--- config.mk ---
export PLATFORM = sky130hd
export DESIGN_NAME = vend_ctrl_param
export DESIGN_NICKNAME = d
export VERILOG_FILES = /design/src/rtl/vend_pkg.sv /design/src/rtl/vend_timer.sv /design/src/rtl/vend_ctrl_param.sv
export SDC_FILE = /design/constraint.sdc
export NUM_CORES = 1
export LEC_CHECK = 0
export ABC_AREA = 1
export CORE_AREA = 2 2 100 102
export DETAILED_ROUTE_END_ITERATION = 12
export DIE_AREA = 0 0 102 104
export PLACE_DENSITY = 0.62
export SLEW_MARGIN = 0
export SYNTH_ARGS = -nofsm -noshare
export SYNTH_HDL_FRONTEND = slang
export SYNTH_SLANG_ARGS = --single-unit
--- constraint.sdc ---
create_clock -name clk -period 5.2 [get_ports clk]
set_input_delay 1.56 -clock clk [delete_from_list [all_inputs] [get_ports clk]]
set_output_delay 1.56 -clock clk [all_outputs]
set_load 0.01 [all_outputs]
--- src/rtl/vend_pkg.sv ---
// Shared types and constants for the multi-product vending controller:
// coin encodings, coin values and the controller state set.
package vend_pkg;

    typedef enum logic [1:0] {
        COIN_5   = 2'b00,
        COIN_10  = 2'b01,
        COIN_25  = 2'b10,
        COIN_100 = 2'b11
    } coin_e;

    localparam int unsigned VAL_5   = 5;
    localparam int unsigned VAL_10  = 10;
    localparam int unsigned VAL_25  = 25;
    localparam int unsigned VAL_100 = 100;

    typedef enum logic [1:0] {
        COLLECT  = 2'b00,
        WAIT_SEL = 2'b01,
        VEND     = 2'b10
    } state_e;

    // Cents for a coin code; 7 bits is enough for the largest coin.
    function automatic logic [6:0] coin_value(input logic [1:0] code);
        case (code)
            COIN_5:   coin_value = 7'(VAL_5);
            COIN_10:  coin_value = 7'(VAL_10);
            COIN_25:  coin_value = 7'(VAL_25);
            default:  coin_value = 7'(VAL_100);
        endcase
    endfunction

endpackage

--- src/rtl/vend_timer.sv ---
// Loadable down-counter: start loads CYCLES, done is high on the last
// counted cycle, clear aborts the count.
module vend_timer #(
    parameter  int CYCLES = 100,
    localparam int W      = $clog2(CYCLES + 1)
) (
    input  logic clk,
    input  logic reset,
    input  logic start,
    input  logic clear,
    output logic done
);

    logic [W-1:0] count;

    // NOTE: sequential state uses non-blocking assignments so every register
    // samples the pre-edge values of its neighbours.
    always_ff @(posedge clk or posedge reset) begin
        if (reset)
            count <= '0;
        else if (clear)
            count <= '0;
        else if (start)
            count <= W'(CYCLES);
        else if (count != '0)
            count <= count - W'(1);
    end

    assign done = (count == W'(1));

endmodule

--- src/rtl/vend_ctrl_param.sv ---
// Multi-product vending FSM: collects coins up to PRICE, vends the selected
// product for VEND_CYCLES, and latches the running total on clear.
module vend_ctrl_param
    import vend_pkg::*;
#(
    parameter int CLK_HZ      = 100,
    parameter int VEND_CYCLES = CLK_HZ,
    parameter int PRICE       = 70,
    parameter int NUM_PROD    = 3,
    parameter int SEL_W       = 2,
    parameter int AMT_W       = 8,
    parameter int TOT_W       = 16,
    parameter int CHANGE_EN   = 0
) (
    input  logic                clk,
    input  logic                reset,
    input  logic                coin_valid,
    input  logic [1:0]          coin_type,
    output logic                coin_ready,
    input  logic                sel_valid,
    input  logic [SEL_W-1:0]    sel_id,
    input  logic                clr_req,
    output logic [NUM_PROD-1:0] vend,
    output logic [AMT_W-1:0]    credit,
    output logic [TOT_W-1:0]    total_disp,
    output logic                change_valid,
    output logic [AMT_W-1:0]    change_amt,
    output logic                sel_err
);

    state_e              state, state_next;
    logic [AMT_W-1:0]    credit_next;
    logic [TOT_W-1:0]    total_acc, total_next, disp_next;
    logic [NUM_PROD-1:0] vend_next;
    logic                change_valid_next, sel_err_next;
    logic [AMT_W-1:0]    change_amt_next;
    logic                timer_start, timer_clear, timer_done;

    vend_timer #(.CYCLES(VEND_CYCLES)) u_timer (
        .clk   (clk),
        .reset (reset),
        .start (timer_start),
        .clear (timer_clear),
        .done  (timer_done)
    );

    assign coin_ready = (state == COLLECT);

    // NOTE: every output of this block gets a default before any branch, so
    // no path leaves a variable unassigned and no latch is inferred.
    always_comb begin
        state_next        = state;
        credit_next       = credit;
        total_next        = total_acc;
        disp_next         = total_disp;
        vend_next         = vend;
        change_valid_next = 1'b0;
        change_amt_next   = '0;
        sel_err_next      = 1'b0;
        timer_start       = 1'b0;
        timer_clear       = 1'b0;

        // Clear wins over every other event, including a coin in the same cycle.
        if (clr_req) begin
            disp_next   = total_acc;
            total_next  = '0;
            credit_next = '0;
            vend_next   = '0;
            timer_clear = 1'b1;
            state_next  = COLLECT;
        end else begin
            case (state)
                COLLECT: begin
                    if (coin_valid) begin
                        credit_next = credit + AMT_W'(coin_value(coin_type));
                        total_next  = total_acc + TOT_W'(coin_value(coin_type));
                        if (credit_next >= AMT_W'(PRICE))
                            state_next = WAIT_SEL;
                    end
                end
                WAIT_SEL: begin
                    if (sel_valid) begin
                        if (int'(sel_id) < NUM_PROD) begin
                            vend_next   = NUM_PROD'(1) << sel_id;
                            credit_next = '0;
                            timer_start = 1'b1;
                            state_next  = VEND;
                            if (CHANGE_EN != 0 && credit > AMT_W'(PRICE)) begin
                                change_valid_next = 1'b1;
                                change_amt_next   = credit - AMT_W'(PRICE);
                            end
                        end else begin
                            sel_err_next = 1'b1;
                        end
                    end
                end
                VEND: begin
                    if (timer_done) begin
                        vend_next  = '0;
                        state_next = COLLECT;
                    end
                end
                default: begin
                    state_next  = COLLECT;
                    credit_next = '0;
                    vend_next   = '0;
                    timer_clear = 1'b1;
                end
            endcase
        end
    end

    always_ff @(posedge clk or posedge reset) begin
        if (reset) begin
            state        <= COLLECT;
            credit       <= '0;
            total_acc    <= '0;
            total_disp   <= '0;
            vend         <= '0;
            change_valid <= 1'b0;
            change_amt   <= '0;
            sel_err      <= 1'b0;
        end else begin
            state        <= state_next;
            credit       <= credit_next;
            total_acc    <= total_next;
            total_disp   <= disp_next;
            vend         <= vend_next;
            change_valid <= change_valid_next;
            change_amt   <= change_amt_next;
            sel_err      <= sel_err_next;
        end
    end

endmodule

==> summary.md <==
| Metric | Value |
|---|---|
| Clk_lat worst skew | `0.32 ns` |
| Mapped Cells | `465` |
| Design area | `3960 um^2` |
| Synthesis-to-layout area growth | `17.1%` |
| DR DRC count | `0` |
| Distinct cells, synth | `40` |
| Largest net degree at the start of global routing | `44` |
| Tightest Pin Transition | `0.532 ns` |
| Synthesized cell area | `3380 um^2` |
| CP endpoint kind | `flip-flop` |
| Most numerous cell on the critical path | `inv_1` |
| CP Buf/Inv Count | `4` |
| Most frequent cell after synthesis | `nand2_1` |
| Initial Utilization | `35.4%` |
| Die extent in y | `104 um` |
| CP Class | `in -> reg` |
| Final period util | `72.7%` |
| I/O Buffers | `37` |
| Hold depth | `2` |
| Placed inst area | `3860 um^2` |
| CP max-delay cell | `clkdlybuf4s50_1` |
| Cell accounting for the most synthesized area | `dfrtp_1` |
| Family with the most delay on the worst path | `buffers and inverters` |
| Overflow after GRT | `0` |
| Ranking of synthesized cells by area | `dfrtp_1, nand2_1, inv_1` |
| Total Wirelength | `7680 um` |
| Total CTS buffers | `5` |
| Die area | `10600 um^2` |
| Util after Layout | `41.5%` |
| CP Cell Sequence | `clkdlybuf4s50_1 > inv_1 > ha_1 > ha_1 > inv_1 > o21ai_0 > inv_1 > nand2_1 > nand3_1 > nand2_2 > nand2_1 > o21ai_0 > a21oi_1` |
| Final Max Tran Viols | `0` |
| Core Box Area | `9550 um^2` |
| Post-synth top cells | `nand2_1, inv_1, dfrtp_1` |
| Worst EP arrival | `3.98 ns` |
| # Post-CTS Setup Buffers | `0` |
| Top cell type's share of synthesized area | `39.2%` |
| Cell Rows | `36` |
| Syn avg cell area | `7.27 um^2` |
| Die width | `102 um` |
| Synthesis warning total | `0` |
| Tmin final | `3.78 ns` |
| Setup TNS | `0 ns` |
| Setup WS post-layout | `1.42 ns` |
| Reg2reg path depth | `8` |
| Clk buf depth | `2` |
| Crit Path Max Fanout | `7` |
| CTS tree | `yes` |
| Post-synth EDFFs | `0` |
| Placed cells | `630` |
| Critical Path RT | `5.40 ns` |
| Max_cap viols | `0` |
| CTS resizes | `0` |
| Top FF cell, synth | `dfrtp_1` |
| Routed length per instance | `12.0 um` |
| I/O pins | `47` |
| Rel. slew slack | `64.4%` |
| Hold Buf Count CTS | `0` |
| Hold EP | `total_disp[9]$_DFFE_PP0P_` |
| Diodes inserted | `0` |
| CP startpoint kind | `input port` |
| FFs w/ async S/R, synth | `100%` |
| Finished Layout Cells | `638` |
| Initial DRC count | `191` |
| Fmax | `0.265 GHz` |
| H-tree Lvls | `2` |
| Total GRT Usage | `15.2%` |
| VDD IR-drop max | `0.147 mV` |
| DR vias | `2995` |
| First-pass GRT wire length | `13000 um` |
| Final GP Congestion | `0.894` |
| Pwr Density | `336 nW/um^2` |
| Cell leakage power | `1.98 nW` |
| Register-to-register setup slack | `3.25 ns` |
| DPL Wire Length | `5910 um` |
| Post-route ant nets | `0` |
| Worst hold path type | `reg -> reg` |
| Pre-CTS setup slack | `1.11 ns` |
| Clock sink total | `53` |
| Clock-pin slew on the worst setup and hold paths | `0.10 ns` |
| Hold Fails Final Rpt | `0` |
| Root buffer cell | `clkbuf_8` |
| Antenna violations before repair | `0` |
| # nets final | `528` |
| Setup violations, final | `0` |
| Vias per inst | `4.69` |
| Vias in the first global route | `2857` |
| Crit-path max cell delay | `0.56 ns` |
| Register bit total from synthesis | `53` |
| RSZ-0062 raised after global routing | `false` |
| R2r endpoint | `total_acc[14]$_DFFE_PP0P_` |
| Share of post-route cells with drive strength above 1 | `6.53%` |
| Register area share after synthesis | `39.2%` |
| DRT Pass-1 Iters | `5` |
| Worst hold start | `total_disp[9]$_DFFE_PP0P_` |
| Status | `finished clean` |
| Skew final | `0.00712 ns` |
| Worst R2R Start | `state[1]$_DFFE_PP0P_` |
[worst reg2reg max path, delay by kind of cell, from the launching register on]
family,cells,cell delay [ns]
simple gates,5,0.98
flops,1,0.44
buf+inv,3,0.43
[power breakdown]
group / internal (mW) / switching [mW]
combinational: 0.214 / 0.330
sequential: 0.484 / 0.0566
clock: 0.0985 / 0.150
total: 0.796 / 0.536
[how the worst max path moves through the flow]
stage,startpoint,endpoint,slack [ns],cells after the start
2_1_floorplan,coin_type[0],total_acc[7]$_DFFE_PP0P_,1.94,12
3_3_place_gp,coin_type[0],total_acc[7]$_DFFE_PP0P_,1.17,13
3_5_place_dp,coin_type[0],total_acc[7]$_DFFE_PP0P_,1.11,13
4_1_cts,coin_type[0],total_acc[7]$_DFFE_PP0P_,1.44,13
5_1_grt,coin_type[0],total_acc[7]$_DFFE_PP0P_,1.13,13
6_report,coin_type[0],total_acc[7]$_DFFE_PP0P_,1.42,13
[metal layers]
layer  vias to the layer above  part of all wire, %  track usage (%)
met5                         -                    0                0
met1                      1375                   48             21.3
met2                        72                   46             24.0
li1                       1542                    -                -
met3                         6                  5.0             2.82
met4                         0                  1.0             4.00
[stage by stage]
step	hold WS, ns	total power [mW]
floorplan	0.469	0.917
global placement	0.466	1.08
detailed placement	0.463	1.09
CTS	0.488	1.34
global route	0.521	1.44
finish	0.481	1.33
[sequential cells by signal, summed over array words and instances (netlist names)]
signal	count
credit	8
sel_err	1
state	2
total_acc	16
total_disp	16
u_timer.count	7
vend	3
[cells in the final DEF, fill, tap and decap left out, drive strengths merged, types with 5 or more instances in the layout]
cell type      count
nand2            137
inv               76
dfrtp             53
o21ai             43
clkdlybuf4s50     37
nor2              35
nand3             33
ha                15
nand4             12
a21oi             11
conb               9
nor3               9
o22ai              5
clkbuf             5
[final cells by class]
cell class | instances | area [um^2]
clock buffers | 5 | 68.8
clock inverters | 3 | 26.3
fillers | 1006 | 5590
inverters | 75 | 284
multi-input cells | 331 | 1710
flip-flops and latches | 53 | 1330
well taps | 133 | 166
repair buffers | 38 | 378
[cell families (layout without fill, tap and decap cells)]
family / count (synthesis) / count (layout) / share of synthesized area [%]
buffers and inverters: 89 / 121 / 11.1
other: 1 / 9 / 0.111
AO/OA/AOI/OAI: 67 / 67 / 11.0
AND/OR/NAND/NOR: 234 / 234 / 31.2
flip-flops: 53 / 53 / 39.2
XOR/XNOR: 6 / 6 / 1.78
adder cells (fa/ha/maj): 15 / 15 / 5.55
(Power assumes the default switching activity.)
